--- config.mk ---
export PLATFORM = sky130hd
export DESIGN_NAME = eth_mac_xgmii_tx_10g
export DESIGN_NICKNAME = d
export VERILOG_FILES = /design/src/rtl/eth_mac_xgmii_tx_10g.sv
export SDC_FILE = /design/constraint.sdc
export NUM_CORES = 1
export LEC_CHECK = 0
export CAP_MARGIN = 20
export CORE_UTILIZATION = 45
export DETAILED_ROUTE_END_ITERATION = 7
export PLACE_DENSITY = 0.83
export SKIP_LAST_GASP = 1
export SLEW_MARGIN = 15
export SYNTH_ARGS = -nofsm -noshare
export SYNTH_HDL_FRONTEND = slang
export SYNTH_SLANG_ARGS = --single-unit
--- constraint.sdc ---
create_clock -name i_clk -period 1.6 [get_ports i_clk]
set_input_delay 0.32 -clock i_clk [delete_from_list [all_inputs] [get_ports i_clk]]
set_output_delay 0.32 -clock i_clk [all_outputs]
set_load 0.1 [all_outputs]
--- src/rtl/eth_mac_xgmii_tx_10g.sv ---
// 10G MAC XGMII transmit encoder: frame stream to 64-bit XGMII words.
// Adds start/preamble, terminate and minimum IFG; paced by the PCS enable.
module eth_mac_xgmii_tx_10g #(
  parameter int N_CHANNELS = 8,
  parameter int W_BYTE     = 8
) (
  input  logic                         i_clk,
  input  logic                         i_reset_n,
  input  logic                         i_clk_en,
  input  logic [N_CHANNELS*W_BYTE-1:0] i_s_data,
  input  logic [N_CHANNELS-1:0]        i_s_keep,
  input  logic                         i_s_last,
  input  logic                         i_s_valid,
  output logic                         o_s_ready,
  output logic [N_CHANNELS-1:0]        o_xgmii_ctrl,
  output logic [N_CHANNELS*W_BYTE-1:0] o_xgmii_data,
  output logic                         o_err_underflow
);

  localparam int DW = N_CHANNELS * W_BYTE;
  localparam int KW = $clog2(N_CHANNELS + 1);

  localparam logic [W_BYTE-1:0] C_IDLE  = W_BYTE'(8'h07);
  localparam logic [W_BYTE-1:0] C_START = W_BYTE'(8'hFB);
  localparam logic [W_BYTE-1:0] C_TERM  = W_BYTE'(8'hFD);
  localparam logic [W_BYTE-1:0] C_ERR   = W_BYTE'(8'hFE);
  localparam logic [W_BYTE-1:0] C_PRE   = W_BYTE'(8'h55);
  localparam logic [W_BYTE-1:0] C_SFD   = W_BYTE'(8'hD5);

  localparam logic [2:0] S_IDLE  = 3'd0;
  localparam logic [2:0] S_DATA  = 3'd1;
  localparam logic [2:0] S_TERM  = 3'd2;
  localparam logic [2:0] S_ABORT = 3'd3;
  localparam logic [2:0] S_DROP  = 3'd4;
  localparam logic [2:0] S_IFG   = 3'd5;

  localparam logic [DW-1:0] W_IDLE =
    {N_CHANNELS{C_IDLE}};
  localparam logic [DW-1:0] W_ERR =
    {N_CHANNELS{C_ERR}};
  localparam logic [DW-1:0] W_TERM =
    {{(N_CHANNELS-1){C_IDLE}}, C_TERM};
  localparam logic [DW-1:0] W_START =
    {C_SFD, {(N_CHANNELS-2){C_PRE}}, C_START};

  logic [2:0]            state_q, state_d;
  logic [N_CHANNELS-1:0] ctrl_q, ctrl_d;
  logic [DW-1:0]         data_q, data_d;
  logic                  two_q, two_d;
  logic                  err_q, err_d;

  logic [N_CHANNELS-1:0] term_m;
  logic [DW-1:0]         last_data;
  logic [KW-1:0]         kcnt;
  logic                  few_idle;

  // Partial last beat: data lanes, then terminate, then idle fill.
  always_comb begin
    term_m = ~i_s_keep & {i_s_keep[N_CHANNELS-2:0], 1'b1};
    kcnt = '0;
    last_data = '0;
    for (int i = 0; i < N_CHANNELS; i++) begin
      kcnt = kcnt + KW'(i_s_keep[i]);
      unique case (1'b1)
        i_s_keep[i]:
          last_data[i*W_BYTE +: W_BYTE] =
            i_s_data[i*W_BYTE +: W_BYTE];
        term_m[i]:
          last_data[i*W_BYTE +: W_BYTE] = C_TERM;
        default:
          last_data[i*W_BYTE +: W_BYTE] = C_IDLE;
      endcase
    end
    few_idle = (N_CHANNELS - 1 - int'(kcnt)) < 4;
  end

  assign o_s_ready = i_clk_en &&
    (state_q == S_DATA || state_q == S_DROP);

  always_comb begin
    state_d = state_q;
    ctrl_d  = '1;
    data_d  = W_IDLE;
    two_d   = two_q;
    err_d   = 1'b0;
    unique case (state_q)
      S_IDLE: begin
        if (i_s_valid) begin
          ctrl_d  = N_CHANNELS'(1);
          data_d  = W_START;
          state_d = S_DATA;
        end
      end
      S_DATA: begin
        if (!i_s_valid) begin
          data_d  = W_ERR;
          err_d   = 1'b1;
          state_d = S_ABORT;
        end else if (i_s_last && !(&i_s_keep)) begin
          ctrl_d  = ~i_s_keep;
          data_d  = last_data;
          two_d   = few_idle;
          state_d = S_IFG;
        end else begin
          ctrl_d = '0;
          data_d = i_s_data;
          if (i_s_last) state_d = S_TERM;
        end
      end
      S_TERM: begin
        data_d  = W_TERM;
        two_d   = 1'b0;
        state_d = S_IFG;
      end
      S_ABORT: begin
        data_d  = W_TERM;
        state_d = S_DROP;
      end
      S_DROP: begin
        if (i_s_valid && i_s_last) begin
          two_d   = 1'b0;
          state_d = S_IFG;
        end
      end
      S_IFG: begin
        if (two_q) two_d = 1'b0;
        else state_d = S_IDLE;
      end
      default: state_d = S_IDLE;
    endcase
  end

  // The underflow flag is cleared on every clock so it spans one cycle.
  always_ff @(posedge i_clk or negedge i_reset_n) begin
    if (!i_reset_n) begin
      state_q <= S_IDLE;
      ctrl_q  <= '1;
      data_q  <= W_IDLE;
      two_q   <= 1'b0;
      err_q   <= 1'b0;
    end else begin
      err_q <= 1'b0;
      if (i_clk_en) begin
        state_q <= state_d;
        ctrl_q  <= ctrl_d;
        data_q  <= data_d;
        two_q   <= two_d;
        err_q   <= err_d;
      end
    end
  end

  assign o_xgmii_ctrl    = ctrl_q;
  assign o_xgmii_data    = data_q;
  assign o_err_underflow = err_q;

endmodule

==> results of run 1 <==
==> worst reg2reg max path: cells and delay by family (launching register included) <==
family	cells	cell delay (ps)
buffers and inverters	1	180
AND/OR/NAND/NOR	3	760
AO/OA/AOI/OAI	1	110
flip-flops	1	460
==> stage by stage <==
stage                     setup slack (ps)  TNS, ps  area, um^2  hold WS [ps]
after floorplan                       -817    -1250        4090          24.4
after global placement               -1450   -23690        6910           199
after detailed placement             -1500   -27440        6910           205
after CTS                             -704     -763        7170           365
after global routing                  -731    -1060        7250           294
final                                 -711     -855        7250           282
==> layer usage <==
layer	vias up	share of wire	track usage
met1	2220	0.35	0.363
met4	0	0.046	0.165
met5	-	0	0
met3	69	0.086	0.0899
met2	257	0.51	0.593
li1	1926	-	-
==> placed cells by master, fill, tap and decap left out, types with 9 or more instances in the layout <==
master           instances
o22a_1                  10
o21ai_0                 24
a21oi_1                 52
nor2_1                  37
o2bb2ai_1               15
inv_1                   12
buf_4                   75
nand3_1                 15
clkbuf_8                 9
nand2b_1                 9
buf_12                  77
dfstp_2                 32
nand2_1                 22
clkdlybuf4s50_1         65
dfrtp_1                 42
==> cells in the mapped netlist (3+ instances only) <==
library cell,instances,area share
buf_2,11,0.014
a21boi_0,6,0.011
a22oi_1,4,0.0074
nor3_1,3,0.0037
o21ai_1,4,0.0049
o32a_1,3,0.0074
o21a_1,4,0.0074
o2bb2ai_1,15,0.032
nor2b_1,8,0.012
and2_1,3,0.0046
nand2b_1,10,0.015
o21ai_0,24,0.030
nand3_1,16,0.020
o22a_1,10,0.022
a21oi_1,52,0.064
o211ai_1,4,0.0074
inv_1,20,0.018
nor2_1,37,0.034
clkbuf_1,12,0.011
a221o_1,7,0.017
fa_1,4,0.020
dfrtp_1,45,0.28
ha_1,7,0.022
nand3_2,3,0.0074
buf_1,3,0.0028
nand2_1,24,0.022
a31oi_1,4,0.0061
dfstp_2,32,0.21
==> report_power, final <==
group / switching [mW] / internal (mW) / leakage (nW)
combinational: 6.25 / 3.60 / 2.14
clock: 0.783 / 0.826 / 0.102
sequential: 0.781 / 2.75 / 0.913
==> area by class of cell <==
type | instances | area share
inverter | 21 | 0.0114
multi-input combinational | 288 | 0.273
timing repair buffer | 231 | 0.396
tap | 108 | 0.0186
clock inverter | 4 | 0.00759
sequential | 77 | 0.272
clock buffer | 12 | 0.0216
==> sequential cells by signal (all words and copies together), names as in the netlist <==
register	count
o_xgmii_data	64
o_err_underflow	1
two_q	1
o_xgmii_ctrl	8
state_q	3
==> how the worst max path moves through the flow <==
stage | from | to | slack, ps | cells after the start
detailed placement | i_s_keep[3] | two_q | -1500 | 10
global route | i_s_keep[3] | two_q | -730 | 10
finish | i_s_keep[3] | two_q | -710 | 10
floorplan | i_s_keep[3] | two_q | -820 | 9
global placement | i_s_keep[3] | two_q | -1450 | 10
CTS | i_s_keep[3] | two_q | -700 | 10
==> cell families (layout without fill, tap and decap cells) <==
kind of cell               count (synthesis)  in the layout  share of synthesized area
AOI/OAI and AO/OA                        161            161                      0.273
and+or+nand+nor                          115            115                      0.145
DFF                                       77             77                      0.483
buffers and inverters                     51            268                     0.0560
adders and majority gates                 11             11                     0.0412
xor gates and xnor gates                   1              1                    0.00215
==> repair_timing <==
item                                    4_1_cts  5_1_grt
endpoints found under the setup margin       40       34
hold endpoints to repair                     12        0
hold buffers                                  1        0
pin swaps                                     5       11
gates resized for setup                      33       25
buffers inserted                              3        2
gates cloned                                  0        0
==> qor.txt, run 1 <==
setup slack, reg-to-reg -> 20 ps
area delta synth->final -> 78.3%
initial detailed-routing violation count -> 348
number of flops mapped to enable cells by yosys -> 0
Nets -> 716
r2r startpoint -> state_q[1]
max cap viols -> 0
Setup violations, final -> 6
Leakage -> 3.16 nW
Total Power -> 15.0 mW
Vias/cell -> 6.04
reg2reg end -> o_xgmii_data[58]
initial core utilization -> 0.467
Critical-path top delay cell -> fa_2
Final Non-Filler Cells -> 741
skew final -> 10.3 ps
WL/cell -> 21.7 um
DRT Pass-1 Iters -> 5
worst slew pin tran -> 470 ps
max incr delay on CP -> 560 ps
R2R cell count -> 5
Cell Area, Synth -> 4070 um^2
critical path arrival -> 2560 ps
Setup Crit Path Kind -> input pin to register
Critical Path Sink Type -> register
GRT Overall Usage -> 0.333
hold endpoint -> o_xgmii_ctrl[7]
DRC viols -> 0
Cells after Synth -> 416
worst path bufs/invs -> 2
CTS buffer count -> 9
grt ovf -> 0
fraction of registers with async set/reset -> 1.00
Routed Antenna Nets -> 0
vias in the first global route -> 4832
core box area -> 8720 um^2
FF/Latch Area -> 1970 um^2
Synth Warn # -> 0
hold path cells -> 3
mean post-synth cell area -> 9.78 um^2
Die Wd -> 97.1 um
CP max FO -> 2
crit path time final -> 2310 ps
hpwl dp -> 11.1 mm
Slew headroom -> 0.683
Inst Count DP -> 719
Rows -> 34
largest net degree at the start of global routing -> 52
Longest Clk Path Bufs -> 2
Clock H-tree levels -> 3
Setup crit start kind -> input pin
Chip Height -> 97.1 um
CP top delay family -> adder cells
Max VDD drop -> 1330 uV
TritonCTS clock tree -> yes
Skew-Pair Late Insertion Delay -> 360 ps
clock transition at the registers of the reported paths -> 80 ps
clk sinks -> 77
IO buf count -> 150
Hold Vio Cnt, Final -> 0
RSZ-0062 raised after global routing -> true
f_max -> 0.433 GHz
sequential area share after synthesis -> 0.483
FF+latch count, synth -> 77
Multi-input gate area -> 1980 um^2
die area -> 9430 um^2
Tcrit/Tclk final -> 1.44
IO Count -> 151
Synth cell types -> 60
power per cell area -> 2070 nW/um^2
initial antenna violation count -> 0
Routed WL -> 16.1 mm
violated checks -> setup timing
Clock Root Buffer -> clkbuf_8
HP Class -> input pin to register
most frequent cell on the critical path -> fa_2
critical path data required time -> 1840 ps
Slew Limit Fails -> 0
status -> finished, violations left
ordered cell list for the critical path -> buf_6 > fa_2 > inv_2 > ha_4 > fa_1 > nand3_2 > fa_2 > nand2_2 > nor3_2 > a311o_1
share of layout cells above drive strength 1 -> 0.395
hold_sp -> i_s_keep[7]
antenna diode count -> 0
final worst slack -> -711 ps
Top FF cell, synth -> dfrtp_1
first-pass GRT wire length -> 24.6 mm
Fillers -> 444
post-layout util -> 0.832
GPL Wtd Cong -> 0.871
syn_nets -> 504
routed via count -> 4472
(Power assumes the default switching activity.)
==> run 2, diff against run 1 <==
- RECOVER_POWER: not set -> 100
- SKIP_CTS_REPAIR_TIMING: not set -> 1
==> run 2 against run 1 <==
The flow still finishes with violations (setup timing). Register-to-register slack lost 250 ps. Critical path depth is the same. Fmax is essentially flat. Final cell count shrank 0.27%. Hold slack gained 39 ps. Via count shrank 0.13%. Combinational power shrank 18%. Clock-buffer cell count is the same. Largest power group unchanged. Flip-flop and latch count is the same. First-iteration DRC count grew 26%. Highest routed layer unchanged. Sequential share of layout area grew 4.3 points.
==> qor.txt, run 2 (synthesized netlist as in run 1, its figures left out) <==
status -> finished, violations left (unchanged)
violated checks -> setup timing (unchanged)
Sum Neg Setup Slack -> -7290 ps (was -855 ps)
CP max FO -> 2 (unchanged)
Setup crit start kind -> input pin (unchanged)
TritonCTS clock tree -> yes (unchanged)
Skew-Pair Late Insertion Delay -> 360 ps (about the same)
routed via count -> 4466 (was 4472)
hpwl dp -> 11.1 mm (unchanged)
Slew headroom -> 0.302 (was 0.683)
ordered cell list for the critical path -> buf_8 > fa_2 > inv_2 > ha_4 > fa_1 > nand3_2 > fa_2 > nand2_2 > nor3_2 > a311o_1 (was buf_6 > fa_2 > inv_2 > ha_4 > fa_1 > nand3_2 > fa_2 > nand2_2 > nor3_2 > a311o_1)
clock transition at the registers of the reported paths -> 80 ps (about the same)
Fillers -> 585 (was 444)
clk sinks -> 77 (unchanged)
Max VDD drop -> 1190 uV (was 1330 uV)
WL/cell -> 21.3 um (was 21.7 um)
critical path data required time -> 1840 ps (about the same)
Die Wd -> 97.1 um (unchanged)
IO Count -> 151 (unchanged)
max cap viols -> 0 (unchanged)
Critical-path top delay cell -> fa_2 (unchanged)
most frequent cell on the critical path -> fa_2 (unchanged)
Longest Clk Path Bufs -> 2 (unchanged)
Clock H-tree levels -> 3 (unchanged)
Largest register FFs -> 64 (unchanged)
Multi-input gate area -> 1940 um^2 (was 1980 um^2)
grt ovf -> 0 (unchanged)
Leakage -> 2.83 nW (was 3.16 nW)
Slew Limit Fails -> 0 (unchanged)
Fin Hold WS -> 321 ps (was 282 ps)
R2R cell count -> 6 (was 5)
worst slew pin tran -> 1050 ps (was 470 ps)
antenna diode count -> 0 (unchanged)
initial core utilization -> 0.467 (unchanged)
skew final -> 12.2 ps (was 10.3 ps)
commonest cells after routing, fill and taps aside -> 97 x buf_4, 64 x clkdlybuf4s50_1, 52 x a21oi_1 (was 77 x buf_12, 75 x buf_4, 65 x clkdlybuf4s50_1)
GPL Wtd Cong -> 0.871 (unchanged)
critical path arrival -> 2550 ps (was 2560 ps)
Hold Vio Cnt, Final -> 0 (unchanged)
Clock Root Buffer -> clkbuf_8 (unchanged)
f_max -> 0.433 GHz (about the same)
initial antenna violation count -> 0 (unchanged)
largest net degree at the start of global routing -> 52 (unchanged)
share of layout cells above drive strength 1 -> 0.361 (was 0.395)
r2r startpoint -> state_q[0] (was state_q[1])
max incr delay on CP -> 560 ps (about the same)
CTS buffer count -> 9 (unchanged)
Vias/cell -> 6.04 (about the same)
final worst slack -> -710 ps (was -711 ps)
die area -> 9430 um^2 (unchanged)
Rows -> 34 (unchanged)
commonest non-fill, non-tap cell in the layout -> buf_4 (was buf_12)
DRC viols -> 0 (unchanged)
power per cell area -> 2050 nW/um^2 (was 2070 nW/um^2)
Critical Path Sink Type -> register (unchanged)
DRT Pass-1 Iters -> 5 (unchanged)
vias in the first global route -> 4758 (was 4832)
Chip Height -> 97.1 um (unchanged)
GRT Overall Usage -> 0.319 (was 0.333)
Routed WL -> 15.7 mm (was 16.1 mm)
Tcrit/Tclk final -> 1.44 (about the same)
Setup Crit Path Kind -> input pin to register (unchanged)
CP endpoint -> two_q (unchanged)
RSZ-0062 raised after global routing -> true (unchanged)
setup slack, reg-to-reg -> -230 ps (was 20 ps)
crit path time final -> 2310 ps (about the same)
FF/Latch Area -> 1970 um^2 (about the same)
Nets -> 714 (was 716)
IO buf count -> 150 (unchanged)
first-pass GRT wire length -> 23.7 mm (was 24.6 mm)
core box area -> 8720 um^2 (unchanged)
initial detailed-routing violation count -> 438 (was 348)
Setup crit start -> i_s_keep[4] (was i_s_keep[3])
Routed Antenna Nets -> 0 (unchanged)
area delta synth->final -> 53.8% (was 78.3%)
Total Power -> 12.8 mW (was 15.0 mW)
reg2reg end -> state_q[0] (was o_xgmii_data[58])
HP Class -> input pin to register (unchanged)
Setup violations, final -> 56 (was 6)
## run 2: changes by cell type in the layout (fill, tap and decap cells not counted), sizes merged
cell,change
dlygate4sd2,-3
clkdlybuf4s50,-1
dlymetal6s2s,+7
buf,-41
clkbuf,+36
## run 2: cell type report
class | count | area share
Sequential cell | 77 | 0.314
Multi-Input combinational cell | 288 | 0.310
Timing Repair Buffer | 229 | 0.307
Clock buffer | 12 | 0.0250
Tap cell | 108 | 0.0216
Inverter | 21 | 0.0132
Clock inverter | 4 | 0.00880
## run 2: how the worst min path moves through the flow
| stage | from | to | slack [ps] | depth (start not counted) |
|---|---|---|---|---|
| global placement | i_reset_n | o_xgmii_data[11] | 200 | 1 |
| global route | i_s_keep[7] | o_xgmii_ctrl[7] | 330 | 3 |
| detailed placement | i_reset_n | o_xgmii_data[11] | 210 | 1 |
| CTS | i_reset_n | o_xgmii_data[28] | -180 | 1 |
| floorplan | i_reset_n | o_err_underflow | 20 | 0 |
| finish | i_s_keep[7] | o_xgmii_ctrl[7] | 320 | 3 |
## run 2: per-stage QoR
step                      instance area [um^2]  setup slack, ps   util  cells
after global placement                    6910            -1450  0.793    719
after floorplan                           4090             -817      -    416
after CTS                                 7130            -1120  0.817    735
final                                     6260             -710  0.717    739
after global routing                      6260             -758  0.717    739
after detailed placement                  6910            -1500  0.793    719
## run 2: layer usage
metal	GRT usage	up-vias	share of wire
li1	-	1929	-
met1	0.353	2229	0.36
met2	0.570	246	0.52
met3	0.0849	62	0.079
met4	0.144	0	0.038
met5	0	-	0
## run 2: power breakdown
part / internal, mW / total [mW] / switching (mW) / leakage, nW
clock: 0.826 / 1.61 / 0.784 / 0.102
sequential: 2.73 / 3.20 / 0.469 / 0.916
combinational: 1.88 / 8.03 / 6.15 / 1.82
## run 2: worst max-delay path: cells and delay by family
kind / cells / cell delay, ps
simple gates: 3 / 190
fa+ha+maj: 4 / 1580
buf+inv: 2 / 150
compound gates: 1 / 320
==> run 3, diff against run 2 <==
- CTS_CLUSTER_SIZE: not set -> 40
==> results of run 3 <==
Same layout as run 2: the final DEF is identical, and so are final timing and power.
